==> src/rtl/scramble_pkg.sv <==
// -----------------------------------------------------------------------------
// scramble_pkg
// Shared definitions for the arcade_dial block:
//   - Gray-code quadrature phase constants and the phase-advance function
//   - direction encoding for a dial channel
//   - step_width(): number of bits needed to hold a step of 1..accel_max
// -----------------------------------------------------------------------------
package scramble_pkg;

    // Quadrature phases in forward (increment) order.
    localparam logic [1:0] GRAY_PH0 = 2'b00;
    localparam logic [1:0] GRAY_PH1 = 2'b01;
    localparam logic [1:0] GRAY_PH2 = 2'b11;
    localparam logic [1:0] GRAY_PH3 = 2'b10;

    typedef enum logic [1:0] {
        DIR_IDLE = 2'b00,
        DIR_UP   = 2'b01,
        DIR_DOWN = 2'b10
    } dir_e;

    function automatic int step_width(input int accel_max);
        return $clog2(accel_max + 1);
    endfunction

    // One Gray phase forward (up = 1) or backward (up = 0).
    function automatic logic [1:0] gray_next(input logic [1:0] cur, input logic up);
        logic [1:0] nxt;
        case (cur)
            GRAY_PH0: nxt = up ? GRAY_PH1 : GRAY_PH3;
            GRAY_PH1: nxt = up ? GRAY_PH2 : GRAY_PH0;
            GRAY_PH2: nxt = up ? GRAY_PH3 : GRAY_PH1;
            default:  nxt = up ? GRAY_PH0 : GRAY_PH2;
        endcase
        return nxt;
    endfunction

endpackage

==> src/rtl/arcade_dial_chan.sv <==
// -----------------------------------------------------------------------------
// arcade_dial_chan
// One dial channel: position register with acceleration ramp, wrap/clamp
// arithmetic, quadrature phase output and a moved pulse.
//
// Ports:
//   clk, rst_n           clock, asynchronous active-low reset
//   tick                 shared movement tick (one cycle wide)
//   saturate             0 = wrap, 1 = clamp (only looked at on a tick)
//   move_left/move_right direction request levels
//   load, load_val       synchronous position load (wins over a tick)
//   dial                 registered position
//   quad                 registered Gray quadrature phase
//   moved                one-cycle pulse whenever dial changed
// -----------------------------------------------------------------------------
module arcade_dial_chan
    import scramble_pkg::*;
#(
    parameter int WIDTH       = 5,
    parameter int ACCEL_TICKS = 8,
    parameter int ACCEL_MAX   = 4
) (
    input  logic             clk,
    input  logic             rst_n,
    input  logic             tick,
    input  logic             saturate,
    input  logic             move_left,
    input  logic             move_right,
    input  logic             load,
    input  logic [WIDTH-1:0] load_val,
    output logic [WIDTH-1:0] dial,
    output logic [1:0]       quad,
    output logic             moved
);

    localparam int STEP_W = step_width(ACCEL_MAX);
    localparam int HOLD_W = $clog2(ACCEL_TICKS + 1);
    // Two guard bits: one for the sign, one for overflow past 2^WIDTH-1.
    localparam int EXT_W  = WIDTH + 2;

    localparam logic [STEP_W-1:0] STEP_ONE  = STEP_W'(1);
    localparam logic [STEP_W-1:0] STEP_MAX  = STEP_W'(ACCEL_MAX);
    localparam logic [HOLD_W-1:0] HOLD_LAST = HOLD_W'(ACCEL_TICKS - 1);
    localparam logic signed [EXT_W-1:0] POS_MAX = {2'b00, {WIDTH{1'b1}}};

    logic [WIDTH-1:0]  pos_q,   pos_d;
    logic [1:0]        quad_q,  quad_d;
    logic              moved_q, moved_d;
    logic [STEP_W-1:0] step_q,  step_d;
    logic [HOLD_W-1:0] hold_q,  hold_d;
    dir_e              dir_q,   dir_d;

    dir_e              dir_now;
    logic              same_dir;
    logic [STEP_W-1:0] eff_step;
    logic [HOLD_W-1:0] eff_hold;

    // New position after moving by step; wraps modulo 2^WIDTH or clamps.
    function automatic logic [WIDTH-1:0] next_pos(
        input logic [WIDTH-1:0]  pos,
        input logic [STEP_W-1:0] step,
        input logic              down,
        input logic              clamp
    );
        logic signed [EXT_W-1:0] pos_ext;
        logic signed [EXT_W-1:0] step_ext;
        logic signed [EXT_W-1:0] sum;
        logic [WIDTH-1:0]        res;
        pos_ext  = $signed({2'b00, pos});
        step_ext = $signed({{(EXT_W-STEP_W){1'b0}}, step});
        sum      = down ? (pos_ext - step_ext) : (pos_ext + step_ext);
        if (!clamp) begin
            res = sum[WIDTH-1:0];
        end else if (sum[EXT_W-1]) begin
            res = '0;
        end else if (sum > POS_MAX) begin
            res = '1;
        end else begin
            res = sum[WIDTH-1:0];
        end
        return res;
    endfunction

    always_comb begin
        if (move_right && !move_left) begin
            dir_now = DIR_UP;
        end else if (move_left && !move_right) begin
            dir_now = DIR_DOWN;
        end else begin
            dir_now = DIR_IDLE;
        end
    end

    // A change of direction (including starting from idle) restarts the ramp;
    // that first tick moves by 1 and already counts as one held tick.
    assign same_dir = (dir_now == dir_q);
    assign eff_step = same_dir ? step_q : STEP_ONE;
    assign eff_hold = same_dir ? hold_q : '0;

    always_comb begin
        pos_d   = pos_q;
        quad_d  = quad_q;
        moved_d = 1'b0;
        step_d  = step_q;
        hold_d  = hold_q;
        dir_d   = dir_q;

        if (load) begin
            // Load wins over a coincident tick and leaves the phase alone.
            pos_d   = load_val;
            moved_d = (load_val != pos_q);
            step_d  = STEP_ONE;
            hold_d  = '0;
            dir_d   = DIR_IDLE;
        end else if (tick) begin
            if (dir_now == DIR_IDLE) begin
                step_d = STEP_ONE;
                hold_d = '0;
                dir_d  = DIR_IDLE;
            end else begin
                pos_d   = next_pos(pos_q, eff_step, dir_now == DIR_DOWN, saturate);
                moved_d = (pos_d != pos_q);
                // Phase follows the request even when clamped at an end.
                quad_d  = gray_next(quad_q, dir_now == DIR_UP);
                dir_d   = dir_now;
                if (eff_hold == HOLD_LAST) begin
                    hold_d = '0;
                    step_d = (eff_step == STEP_MAX) ? eff_step : (eff_step + STEP_ONE);
                end else begin
                    hold_d = eff_hold + HOLD_W'(1);
                    step_d = eff_step;
                end
            end
        end
    end

    always_ff @(posedge clk or negedge rst_n) begin
        if (!rst_n) begin
            pos_q   <= '0;
            quad_q  <= GRAY_PH0;
            moved_q <= 1'b0;
            step_q  <= STEP_ONE;
            hold_q  <= '0;
            dir_q   <= DIR_IDLE;
        end else begin
            pos_q   <= pos_d;
            quad_q  <= quad_d;
            moved_q <= moved_d;
            step_q  <= step_d;
            hold_q  <= hold_d;
            dir_q   <= dir_d;
        end
    end

    assign dial  = pos_q;
    assign quad  = quad_q;
    assign moved = moved_q;

endmodule

==> src/rtl/arcade_dial.sv <==
// -----------------------------------------------------------------------------
// arcade_dial
// Multi-channel arcade dial emulator. A shared prescaler produces a movement
// tick every PRESCALE clocks; each channel moves its position on that tick
// according to its left/right request, with acceleration while held.
//
// Ports:
//   clk         system clock (rising edge)
//   RESET_N     asynchronous active-low reset
//   move_left   [CHANNELS]        per-channel decrement request
//   move_right  [CHANNELS]        per-channel increment request
//   saturate                      0 = wrap, 1 = clamp
//   load        [CHANNELS]        per-channel position load strobe
//   load_val    [WIDTH]           value written by load
//   dial        [CHANNELS*WIDTH]  positions, channel n at [n*WIDTH +: WIDTH]
//   quad        [2*CHANNELS]      Gray phase, channel n at [2*n +: 2]
//   moved       [CHANNELS]        one-cycle pulse when a position changed
// -----------------------------------------------------------------------------
module arcade_dial
    import scramble_pkg::*;
#(
    parameter int CHANNELS    = 2,
    parameter int WIDTH       = 5,
    parameter int PRESCALE    = 1200,
    parameter int ACCEL_TICKS = 8,
    parameter int ACCEL_MAX   = 4
) (
    input  logic                      clk,
    input  logic                      RESET_N,
    input  logic [CHANNELS-1:0]       move_left,
    input  logic [CHANNELS-1:0]       move_right,
    input  logic                      saturate,
    input  logic [CHANNELS-1:0]       load,
    input  logic [WIDTH-1:0]          load_val,
    output logic [CHANNELS*WIDTH-1:0] dial,
    output logic [2*CHANNELS-1:0]     quad,
    output logic [CHANNELS-1:0]       moved
);

    localparam int CNT_W = $clog2(PRESCALE);
    localparam logic [CNT_W-1:0] CNT_RELOAD = CNT_W'(PRESCALE - 1);

    logic [CNT_W-1:0] cnt_q, cnt_d;
    logic             tick;

    // Down-counter; tick is high for the single cycle the count sits at 0.
    assign tick = (cnt_q == '0);

    always_comb begin
        cnt_d = tick ? CNT_RELOAD : (cnt_q - CNT_W'(1));
    end

    always_ff @(posedge clk or negedge RESET_N) begin
        if (!RESET_N) begin
            cnt_q <= CNT_RELOAD;
        end else begin
            cnt_q <= cnt_d;
        end
    end

    for (genvar n = 0; n < CHANNELS; n++) begin : g_chan
        arcade_dial_chan #(
            .WIDTH       (WIDTH),
            .ACCEL_TICKS (ACCEL_TICKS),
            .ACCEL_MAX   (ACCEL_MAX)
        ) u_chan (
            .clk        (clk),
            .rst_n      (RESET_N),
            .tick       (tick),
            .saturate   (saturate),
            .move_left  (move_left[n]),
            .move_right (move_right[n]),
            .load       (load[n]),
            .load_val   (load_val),
            .dial       (dial[n*WIDTH +: WIDTH]),
            .quad       (quad[2*n +: 2]),
            .moved      (moved[n])
        );
    end

endmodule

==> config.mk <==
export PLATFORM = sky130hd
export DESIGN_NAME = arcade_dial
export DESIGN_NICKNAME = d
export VERILOG_FILES = /design/src/rtl/scramble_pkg.sv /design/src/rtl/arcade_dial_chan.sv /design/src/rtl/arcade_dial.sv
export SDC_FILE = /design/constraint.sdc
export NUM_CORES = 1
export LEC_CHECK = 0
export BUFFER_PORTS_ARGS = -buffer_cell sky130_fd_sc_hd__buf_2
export CAP_MARGIN = 15
export CORE_MARGIN = 2
export CORE_UTILIZATION = 45
export CTS_BUF_LIST = sky130_fd_sc_hd__clkbuf_16
export DETAILED_ROUTE_END_ITERATION = 7
export GPL_ROUTABILITY_DRIVEN = 0
export GPL_TIMING_DRIVEN = 0
export PLACE_DENSITY = 0.66
export SYNTH_ARGS = -nofsm -noshare
export SYNTH_HDL_FRONTEND = slang
export SYNTH_HIERARCHICAL = 1
export SYNTH_SLANG_ARGS = --single-unit
export TNS_END_PERCENT = 20
==> constraint.sdc <==
create_clock -name clk -period 3.2 [get_ports clk]
set_clock_uncertainty 0.15 [all_clocks]
set_input_delay 0.32 -clock clk [delete_from_list [all_inputs] [get_ports clk]]
set_output_delay 0.32 -clock clk [all_outputs]
set_load 0.01 [all_outputs]
==> metrics.txt, run 1 <==
status completed; Detailed Route Iter0 Violations 142; CP Launch Type input pin; core area 7330 um^2; slowest cell delay on critical path 0.37 ns; die area 8380 um^2; Worst Path Required 3.20 ns; final hold vios 0; WL final 8.13 mm; max cap viols 0; GR Overflow Total 0; Die X 91.6 um; port buffer count 27; placed cells 513; clk sinks 45; Final Slew Violations 0; WHS 0.0641 ns; worst reg2reg path endpoint g_chan[1].u_chan/moved; Post-Syn Area 3450 um^2; Crit. End Element flop; Finished Layout Cells 534; synth unique cells 63; period utilisation layout 0.970; CP max stage cell or3_1; GR peak layer met2; CTS Buf Count 5; Syn Area/Cell 8.91 um^2; worst-path fanout max 7; Initial DRT Pass Iterations 4; TritonCTS clock tree done; Yosys warnings 6; worst hold path type in2async; DR WL/cell 15.2 um; post-route antenna net violation count 0; minimum clock period 3.10 ns; Synth async-reset ratio 1.00; Syn Nets 427; standard-cell rows 31; CP endpoint g_chan[1].u_chan/moved; maximum VDD drop 0.170 mV; Vias per Instance 5.58; max frequency 0.322 GHz; Syn Inst Count 387; P_leak 1.84 nW; ordered list of cells on the worst path buf_2 > inv_1 > ha_2 > buf_6 > xnor2_4 > and2_4 > nand2_4 > ha_4 > and3b_1 > a311oi_2 > or3_1 > buf_6 > or3_1 > nand4_1 > o221a_1 > o21ai_1; Design Area, Final 4140 um^2; CTS root buffer clkbuf_16; I/O pins 30; clock latency on the worst-skew pair 0.29 ns; critical path type in2reg; Starting Density 0.471; diode count 0; Final #Nets 474; Clock transition at path regs 0.06 ns; flop2flop setup slack 0.12 ns; worst r2r src g_chan[1].u_chan/dir_q[1]; WP data arrival 3.10 ns; layout cells sized above 1 0.230; met2 global-route usage 0.335; Vias 2980; gr usage total 0.199; Remaining DRCs 0; CP bufs+invs 4; sequential fraction of the synthesis area 0.330; met1 usage 0.269; clk buf depth 2; Die Ht 91.6 um; first-pass GRT wire length 13.8 mm; pin count of the biggest net entering global routing 46; number of synthesized register bits 45; met3 usage 0.0299; worst-case reg-to-reg path depth 12; placed inst area 3720 um^2; initial antenna violation count 0; CP Depth 16; delay-heaviest family, CP simple AND/OR/NAND/NOR gates; vias in the first global route 2874; Post-synth EDFFs 0; H-tree Lvls 2; Area growth syn-to-layout 19.9%; Worst-Margin Slew 1.02 ns; Final TNS setup 0 ns; hpwl dp 5.72 mm; max_slew headroom 0.320; Main synth FF type dfrtp_1; PD cells 345 nW/um^2; final setup violation count 0; crit path from move_right[1]
==> worst reg2reg max path: cells and delay by family, from the launching register on <==
| kind | cells | cell delay, ns |
|---|---|---|
| compound gates | 3 | 0.37 |
| fa+ha+maj | 1 | 0.27 |
| buf+inv | 1 | 0.14 |
| simple gates | 6 | 1.39 |
| flops | 1 | 0.45 |
| xor+xnor | 1 | 0.17 |
==> flip-flops by register name, indices dropped and copies added, names as in the netlist <==
register / cells
g_chan.u_chan/hold_q: 8
g_chan.u_chan/quad: 4
g_chan.u_chan/step_q: 6
g_chan.u_chan/dial: 10
g_chan.u_chan/dir_q: 4
g_chan.u_chan/moved: 2
cnt_q: 11
==> layout by cell type (no fill, tap or decap), drive strengths merged, types with 7 or more instances in the layout <==
cell type and instances:
buf 48, nand2 39, dfrtp 36, inv 33, nor2 26, ha 24
o21ai 22, a21oi 21, xnor2 15, clkbuf 13, xor2 12, nand3 10
dfstp 9, mux2i 9, nand2b 8, nor3 7, a211oi 7
==> cells in the mapped netlist (all sizes together) (4+ instances only) <==
cell	number	area, um^2
nor3	7	35.0
a211oi	7	52.6
clkbuf	8	30.0
or4	5	37.5
o31ai	4	30.0
nor3b	5	37.5
nand2	39	146
a21oi	21	105
ha	24	300
dfrtp	36	901
nand3	10	50.1
a311oi	4	35.0
mux2i	9	90.1
buf	8	70.1
a32o	5	50.1
inv	32	120
nand4b	5	58.8
a31oi	5	31.3
or3	4	25.0
xor2	12	105
nand2b	8	50.1
dfstp	9	236
o21ai	22	110
and2	4	25.0
xnor2	15	158
a22o	4	35.0
nor2	26	100
==> logic make-up (layout without fill, tap and decap cells) <==
family / after synthesis / after routing / synth area share
AND/OR/NAND/NOR: 136 / 136 / 0.214
AO/OA/AOI/OAI: 93 / 93 / 0.182
buffers and inverters: 48 / 96 / 0.0638
flip-flops: 45 / 45 / 0.330
XOR/XNOR: 27 / 27 / 0.0762
adder cells (fa/ha/maj): 26 / 26 / 0.0987
multiplexers: 12 / 12 / 0.0359
==> metal layers <==
metal / vias up / wire, um / share of wire
li1: 1478 / - / -
met1: 1431 / 3740 / 0.46
met2: 57 / 3910 / 0.48
met3: 14 / 306 / 0.038
met4: 0 / 171 / 0.021
met5: - / 0 / 0
==> per-stage QoR <==
stage	utilization	total power [mW]	setup slack [ns]
4_1_cts	0.541	1.41	-0.0275
2_1_floorplan	-	0.804	0.0468
3_3_place_gp	0.508	0.887	-0.469
3_5_place_dp	0.508	0.891	-0.527
5_1_grt	0.564	1.50	-0.0173
6_report	0.564	1.43	0.0957
==> area by class of cell <==
class / count / area, um^2
Fill cell: 660 / 3200
Timing Repair Buffer: 41 / 240
Clock inverter: 3 / 15.0
Sequential cell: 45 / 1140
Multi-Input combinational cell: 294 / 2280
Tap cell: 99 / 124
Clock buffer: 5 / 125
Buffer: 15 / 95.1
Inverter: 32 / 120
==> how the worst min path moves through the flow <==
stage,from,end,slack [ns],depth (start not counted)
2_1_floorplan,RESET_N,cnt_q[4],-0.13,0
3_3_place_gp,cnt_q[0],cnt_q[0],0.31,1
3_5_place_dp,cnt_q[0],cnt_q[0],0.32,1
4_1_cts,RESET_N,g_chan[1].u_chan/dir_q[1],0.11,1
5_1_grt,RESET_N,g_chan[1].u_chan/dial[0],0.16,1
6_report,RESET_N,g_chan[1].u_chan/step_q[2],0.06,1
==> where the power goes <==
group,internal (mW),switching [mW],leakage [nW]
sequential,0.586,0.0310,0.557
combinational,0.148,0.170,1.22
clock,0.284,0.211,0.0687
total,1.02,0.411,1.84
==> what timing repair did <==
item	CTS	global route
pin swaps	4	7
setup buffers	3	11
setup endpoints to repair	16	16
hold buffers	0	0
resized for setup	15	21
(Power assumes the default switching activity.)
==> run 2: changes to the inputs <==
ABC_AREA = 1   (was default)
==> metrics.txt, run 2 <==
final setup violation count 0 (unchanged); sequential fraction of the synthesis area 0.333 (was 0.330); Yosys warnings 6 (unchanged); synth cell count leaders nand2_1, inv_1, nor2_1 (was nand2_1, dfrtp_1, inv_1); commonest non-fill, non-tap cell in the layout nand2_1 (unchanged); clk buf depth 2 (unchanged); TritonCTS clock tree done (unchanged); max frequency 0.342 GHz (was 0.322 GHz); Finished Layout Cells 607 (was 534); Synth top area share 0.264 (was 0.261); Final #Nets 547 (was 474); Worst Path Required 3.22 ns (was 3.20 ns); hold depth 3; Core Util, Final 0.536 (was 0.564); Starting Density 0.468 (was 0.471); max reg flops 11 (unchanged); GR Overflow Total 0 (unchanged); Syn Area/Cell 7.29 um^2 (was 8.91 um^2); worst-path fanout max 6 (was 7); P_leak 2.03 nW (was 1.84 nW); leading cell types in the layout, fill and taps excluded nand2_1, inv_1, nor2_1, nand3_1, dfrtp_1 (was nand2_1, dfrtp_1, inv_1, buf_2, nor2_1); area of the multi-input gates 1980 um^2 (was 2280 um^2); Layout fillers 737 (was 660); Compound-Gate Fraction of Synth Area 0.115 (was 0.182); diode count 0 (unchanged); Syn Inst Count 468 (was 387); initial antenna violation count 0 (unchanged); max cap viols 0 (unchanged); CP max stage cell fa_1 (was or3_1); post-route antenna net violation count 0 (unchanged); critical path type in2reg (unchanged); Hold Path Sink g_chan[0].u_chan/dial[4]; Detailed Route Iter0 Violations 120 (was 142); cell mode on critical path nand2_1; combinational family with the most area after synthesis simple AND/OR/NAND/NOR gates (unchanged); Initial DRT Pass Iterations 5 (was 4); Post-Synth XOR/XNOR Area 0.0231 (was 0.0762); Die Ht 91.1 um (was 91.6 um); Post-synth EDFFs 0 (unchanged); slowest cell delay on critical path 0.41 ns (was 0.37 ns); pin count of the biggest net entering global routing 46 (unchanged); status completed (unchanged); H-tree Lvls 2 (unchanged); ordered list of cells on the worst path buf_2 > inv_1 > ha_4 > inv_2 > nand2_2 > nand2_2 > nor2_4 > inv_1 > nor2_2 > inv_1 > ha_1 > inv_1 > fa_1 > mux2i_1 > nand2_1 > nand2_1 > nand2_1 > nand2_1 > nand2_1 > nor2_1 > nand3_1 > nand2_1 > nand2_1 (was buf_2 > inv_1 > ha_2 > buf_6 > xnor2_4 > and2_4 > nand2_4 > ha_4 > and3b_1 > a311oi_2 > or3_1 > buf_6 > or3_1 > nand4_1 > o221a_1 > o21ai_1); die area 8290 um^2 (was 8380 um^2); number of synthesized register bits 45 (unchanged); period utilisation layout 0.915 (was 0.970); area share of fa/ha/maj cells after synthesis 0.0997 (was 0.0987); I/O pins 30 (unchanged); worst hold path type in2reg (was in2async); mux cell area share after synthesis 0.00293 (was 0.0359); placed cells 595 (was 513); first-pass GRT wire length 13.4 mm (was 13.8 mm); worst r2r src g_chan[0].u_chan/dir_q[1] (was g_chan[1].u_chan/dir_q[1]); vias in the first global route 2953 (was 2874); standard-cell rows 31 (unchanged); flop2flop setup slack 0.39 ns (was 0.12 ns); top-count cell post-synth nand2_1 (unchanged); worst reg2reg path endpoint g_chan[0].u_chan/moved (was g_chan[1].u_chan/moved); CP Launch Type input pin (unchanged); Design Area, Final 3910 um^2 (was 4140 um^2); CTS Buf Count 5 (unchanged); Worst-Margin Slew 0.620 ns (was 1.02 ns); max_slew headroom 0.585 (was 0.320); Crit. End Element flop (unchanged); Synth Area in Simple Gates 0.329 (was 0.214); delay-heaviest family, CP simple AND/OR/NAND/NOR gates (unchanged); hpwl dp 5.80 mm (was 5.72 mm); worst-case reg-to-reg path depth 24 (was 12); port buffer count 28 (was 27); Die X 91.1 um (was 91.6 um); minimum clock period 2.93 ns (was 3.10 ns); Post-Syn Area 3410 um^2 (was 3450 um^2); PD cells 373 nW/um^2 (was 345 nW/um^2); Vias 3131 (was 2980); gr usage total 0.195 (was 0.199); FF+latch area 1140 um^2 (unchanged); Final Slew Violations 0 (unchanged); WL final 7.74 mm (was 8.13 mm); core area 7290 um^2 (was 7330 um^2); Main synth FF type dfrtp_1 (unchanged); synth unique cells 41 (was 63); placed inst area 3680 um^2 (was 3720 um^2); most flop-heavy register cnt_q (unchanged); clock latency on the worst-skew pair 0.28 ns (was 0.29 ns); hold_sp load[0]; clk sinks 45 (unchanged); Clock transition at path regs 0.06 ns (about the same); Vias per Instance 5.16 (was 5.58); WP data arrival 2.94 ns (was 3.10 ns); maximum VDD drop 0.276 mV (was 0.170 mV); most area-hungry cell type in the Yosys netlist dfrtp_1 (unchanged); Remaining DRCs 0 (unchanged); CTS root buffer clkbuf_16 (unchanged); final hold vios 0 (unchanged); CP bufs+invs 6 (was 4); Area growth syn-to-layout 14.6% (was 19.9%); Synth area leaders dfrtp_1, nand2_1, ha_1 (was dfrtp_1, ha_1, dfstp_2); layout cells sized above 1 0.161 (was 0.230); Synth async-reset ratio 1.00 (unchanged); Syn Nets 508 (was 427); DR WL/cell 12.7 um (was 15.2 um)
[run 2: cell count changes after synthesis, sizes merged, moves of 9 or more]
cell and change:
inv +44, nand2 +93, o221ai +9, nand3 +32
xnor2 -11, nor2 +22, a21oi -12
[run 2: metrics by stage]
stage | hold WS [ns] | setup TNS, ns | power (mW) | setup slack, ns
floorplan | -0.126 | 0 | 0.800 | 0.356
CTS | 0.118 | 0 | 1.47 | 0.101
global placement | 0.284 | -0.190 | 0.880 | -0.190
detailed placement | 0.299 | -0.202 | 0.885 | -0.197
global route | 0.155 | -0.0124 | 1.55 | -0.0124
finish | 0.141 | 0 | 1.46 | 0.274
[run 2: area by class of cell]
class                   count  share of cell area
plain buffers               3             0.00864
well taps                  99              0.0317
clock inverters             3             0.00960
multi-input cells         343               0.506
clock buffers               5              0.0320
repair buffers             31              0.0454
inverters                  78              0.0761
flip-flops and latches     45               0.291
[run 2: cells by family (layout without fill, tap and decap cells)]
logic type,after synthesis,count (layout)
AO/OA/AOI/OAI,61,61
XOR/XNOR,9,9
adder cells (fa/ha/maj),26,26
buffers and inverters,81,120
flip-flops,45,45
multiplexers,1,1
AND/OR/NAND/NOR,245,246
[run 2: report_power, final]
| group | leakage (nW) | internal (mW) | switching (mW) |
|---|---|---|---|
| Clock | 0.0826 | 0.363 | 0.211 |
| Sequential | 0.562 | 0.585 | 0.0260 |
| Combinational | 1.39 | 0.105 | 0.170 |
[run 2: worst reg2reg max path, delay by kind of cell, from the launching register on]
family	cells	cell delay [ns]
simple gates	17	1.26
fa+ha+maj	2	0.49
flops	1	0.37
buf+inv	5	0.42
[run 2: how the worst max path moves through the flow]
stage | slack [ns] | cells past startpoint | endpoint | startpoint
after floorplan | 0.36 | 22 | g_chan[1].u_chan/moved | move_right[1]
after global placement | -0.19 | 23 | g_chan[1].u_chan/moved | move_right[1]
after detailed placement | -0.20 | 23 | g_chan[1].u_chan/moved | move_right[1]
after CTS | 0.10 | 23 | g_chan[1].u_chan/moved | move_right[1]
after global routing | -0.01 | 23 | g_chan[1].u_chan/moved | move_right[1]
final | 0.27 | 23 | g_chan[1].u_chan/moved | move_right[1]
[run 2: metal layers]
metal  up-vias  wire (um)  global-route usage
li1       1609          -                   -
met2        61       3460               0.315
met5         -          0                   0
met1      1451       3740               0.269
met4         0        105              0.0467
met3        10        430              0.0423
[run 2: timing repair]
action,CTS,global route
resized for setup,0,7
setup endpoints to repair,0,2
hold buffers,0,1
setup buffers,0,1
endpoints found under the hold margin,0,13
==> run 3: changes to the inputs <==
SYNTH_HIERARCHICAL = default   (was 1)
==> metrics.txt, run 3 <==
worst-path fanout max 5 (was 6); maximum VDD drop 0.176 mV (was 0.276 mV); standard-cell rows 31 (unchanged); port buffer count 29 (was 28); Synth area leaders dfrtp_1, nand2_1, ha_1 (unchanged); Vias per Instance 5.24 (was 5.16); CTS root buffer clkbuf_16 (unchanged); first-pass GRT wire length 13.4 mm (about the same); Die X 90.5 um (was 91.1 um); leading cell types in the layout, fill and taps excluded nand2_1, inv_1, nand3_1, dfrtp_1, nor2_1 (was nand2_1, inv_1, nor2_1, nand3_1, dfrtp_1); WP data arrival 3.07 ns (was 2.94 ns); P_sw 433 uW (was 407 uW); sequential share of power 0.410 (was 0.419); unrepaired setup endpoints after global routing yes; Gate power share 0.201 (was 0.188); Initial DRT Pass Iterations 5 (unchanged); Worst Path Required 3.22 ns (about the same); clock latency on the worst-skew pair 0.29 ns (was 0.28 ns); CTS Buf Count 5 (unchanged); final setup violation count 0 (unchanged); worst hold path type in2reg (unchanged); Die Ht 90.5 um (was 91.1 um); Net Sw Frac 0.288 (was 0.279); DR WL/cell 13.0 um (was 12.7 um); TritonCTS clock tree done (unchanged); placed inst area 3640 um^2 (was 3680 um^2); critical path type in2reg (unchanged); GR Overflow Total 0 (unchanged); number of synthesized register bits 45 (unchanged); core area 7250 um^2 (was 7290 um^2); most area-hungry cell type in the Yosys netlist dfrtp_1 (unchanged); flop2flop setup slack 0.31 ns (was 0.39 ns); hold depth 3 (unchanged); Post-Syn Area 3370 um^2 (was 3410 um^2); Yosys warnings 0 (was 6); P_leak 1.99 nW (was 2.03 nW); Syn Inst Count 454 (was 468); Post-synth EDFFs 0 (unchanged); H-tree Lvls 2 (unchanged); CP Launch Type input pin (unchanged); Remaining DRCs 0 (unchanged); Synth async-reset ratio 1.00 (unchanged); Final #Nets 545 (was 547); commonest non-fill, non-tap cell in the layout nand2_1 (unchanged); Area growth syn-to-layout 19.0% (was 14.6%); worst r2r src g_chan[1].u_chan.dir_q[1] (was g_chan[0].u_chan/dir_q[1]); Detailed Route Iter0 Violations 132 (was 120); Syn Area/Cell 7.42 um^2 (was 7.29 um^2); Crit. End Element flop (unchanged); synth cell count leaders nand2_1, inv_1, nand3_1 (was nand2_1, inv_1, nor2_1); Worst-Margin Slew 0.719 ns (was 0.620 ns); GR peak layer met2 (unchanged); Syn Nets 495 (was 508); status completed (unchanged); clock power share 0.389 (was 0.393); Clock transition at path regs 0.07 ns (was 0.06 ns); diode count 0 (unchanged); Design Area, Final 4010 um^2 (was 3910 um^2); worst-case reg-to-reg path depth 21 (was 24); synth unique cells 43 (was 41); Int Pwr 1.07 mW (was 1.05 mW); vias in the first global route 2999 (was 2953); sequential fraction of the synthesis area 0.337 (was 0.333); Starting Density 0.465 (was 0.468); max_slew headroom 0.516 (was 0.585); minimum clock period 3.06 ns (was 2.93 ns); clk sinks 45 (unchanged); initial antenna violation count 0 (unchanged); layout cells sized above 1 0.204 (was 0.161); met2 global-route usage 0.350 (was 0.315); I/O pins 30 (unchanged); top-count cell post-synth nand2_1 (unchanged); PD cells 374 nW/um^2 (was 373 nW/um^2); max cap viols 0 (unchanged); met1 usage 0.247 (was 0.269); met3 usage 0.0267 (was 0.0423); post-route antenna net violation count 0 (unchanged); worst reg2reg path endpoint g_chan[1].u_chan.moved (was g_chan[0].u_chan/moved); clk buf depth 2 (unchanged); period utilisation layout 0.955 (was 0.915); Final Slew Violations 0 (unchanged); gr usage total 0.196 (was 0.195); die area 8200 um^2 (was 8290 um^2); WL final 7.83 mm (was 7.74 mm); Main synth FF type dfrtp_1 (unchanged); max frequency 0.327 GHz (was 0.342 GHz); Synth top area share 0.267 (was 0.264); hold_sp load_val[2] (was load[0]); most flop-heavy register cnt_q (unchanged); pin count of the biggest net entering global routing 46 (unchanged); final hold vios 0 (unchanged); Vias 3162 (was 3131); Hold Path Sink g_chan[1].u_chan.dial[2] (was g_chan[0].u_chan/dial[4]); max reg flops 11 (unchanged); Final Total Pwr 1.50 mW (was 1.46 mW); hpwl dp 5.79 mm (was 5.80 mm)
-- run 3: stage by stage --
stage	setup TNS, ns	std cells	hold WS, ns	util	worst slack, ns
detailed placement	-2.13	582	0.291	0.502	-0.514
global route	-0.0839	603	0.160	0.553	-0.0836
finish	0	603	0.139	0.553	0.144
CTS	0	589	0.119	0.527	0.00969
global placement	-2.10	582	0.285	0.502	-0.487
floorplan	0	454	-0.126	-	0.104
-- run 3: cells by family after synthesis --
kind of cell / share of synthesized area
AOI/OAI and AO/OA: 0.126
muxes: 0.00594
DFF: 0.337
xor gates and xnor gates: 0.0312
buffers and inverters: 0.108
and+or+nand+nor: 0.287
adders and majority gates: 0.105
-- run 3: final cells by class --
cell class | instances | area (um^2)
Fill cell | 722 | 3240
Multi-Input combinational cell | 319 | 1940
Sequential cell | 45 | 1140
Inverter | 81 | 309
Timing Repair Buffer | 43 | 263
Clock buffer | 5 | 125
Tap cell | 99 | 124
Buffer | 9 | 78.8
Clock inverter | 2 | 35.0
-- run 3: how the worst max path moves through the flow --
stage / start / end / cells after the start
final: move_right[1] / g_chan[1].u_chan.moved / 26
after global routing: move_right[1] / g_chan[1].u_chan.moved / 26
after CTS: move_right[1] / g_chan[1].u_chan.moved / 26
after detailed placement: move_right[1] / g_chan[1].u_chan.moved / 26
after global placement: move_right[1] / g_chan[1].u_chan.moved / 26
after floorplan: move_right[1] / g_chan[1].u_chan.moved / 25
-- run 3: power by group through the flow --
stage | registers [mW] | logic, mW | clock network, mW
after floorplan | 0.626 | 0.180 | 0
after global placement | 0.624 | 0.269 | 0
after detailed placement | 0.625 | 0.274 | 0
after CTS | 0.614 | 0.278 | 0.595
after global routing | 0.618 | 0.345 | 0.619
final | 0.615 | 0.302 | 0.584
-- run 3: repair_timing --
item,4_1_cts,5_1_grt
pin swaps,0,5
hold buffers,0,1
buffers inserted,0,11
cloned,0,1
hold endpoints to repair,0,11
gates resized for setup,9,32
endpoints found under the setup margin,2,6
-- run 3: per-layer routing --
metal	routed length (um)	share of wire
met5	0	0
met4	70	0.0089
met3	232	0.030
met2	3890	0.50
met1	3630	0.46
-- run 3: critical path, stage by stage --
cell and delay (ns):
buf_2 0.11, inv_1 0.07, ha_2 0.18, buf_6 0.10, inv_2 0.05, nand2_1 0.07, nand2_2 0.07, nor2_4 0.15
inv_4 0.07, nor2_4 0.10, inv_2 0.07, ha_1 0.28, inv_2 0.07, nor2_1 0.04, o21a_1 0.19, nor4_2 0.29
nand2_1 0.13, buf_6 0.15, nand2_1 0.08, nand2_1 0.06, nand2_1 0.05, nand3_1 0.06, nor2_1 0.11, nand2_1 0.06
nand2_1 0.07, nand2_1 0.05
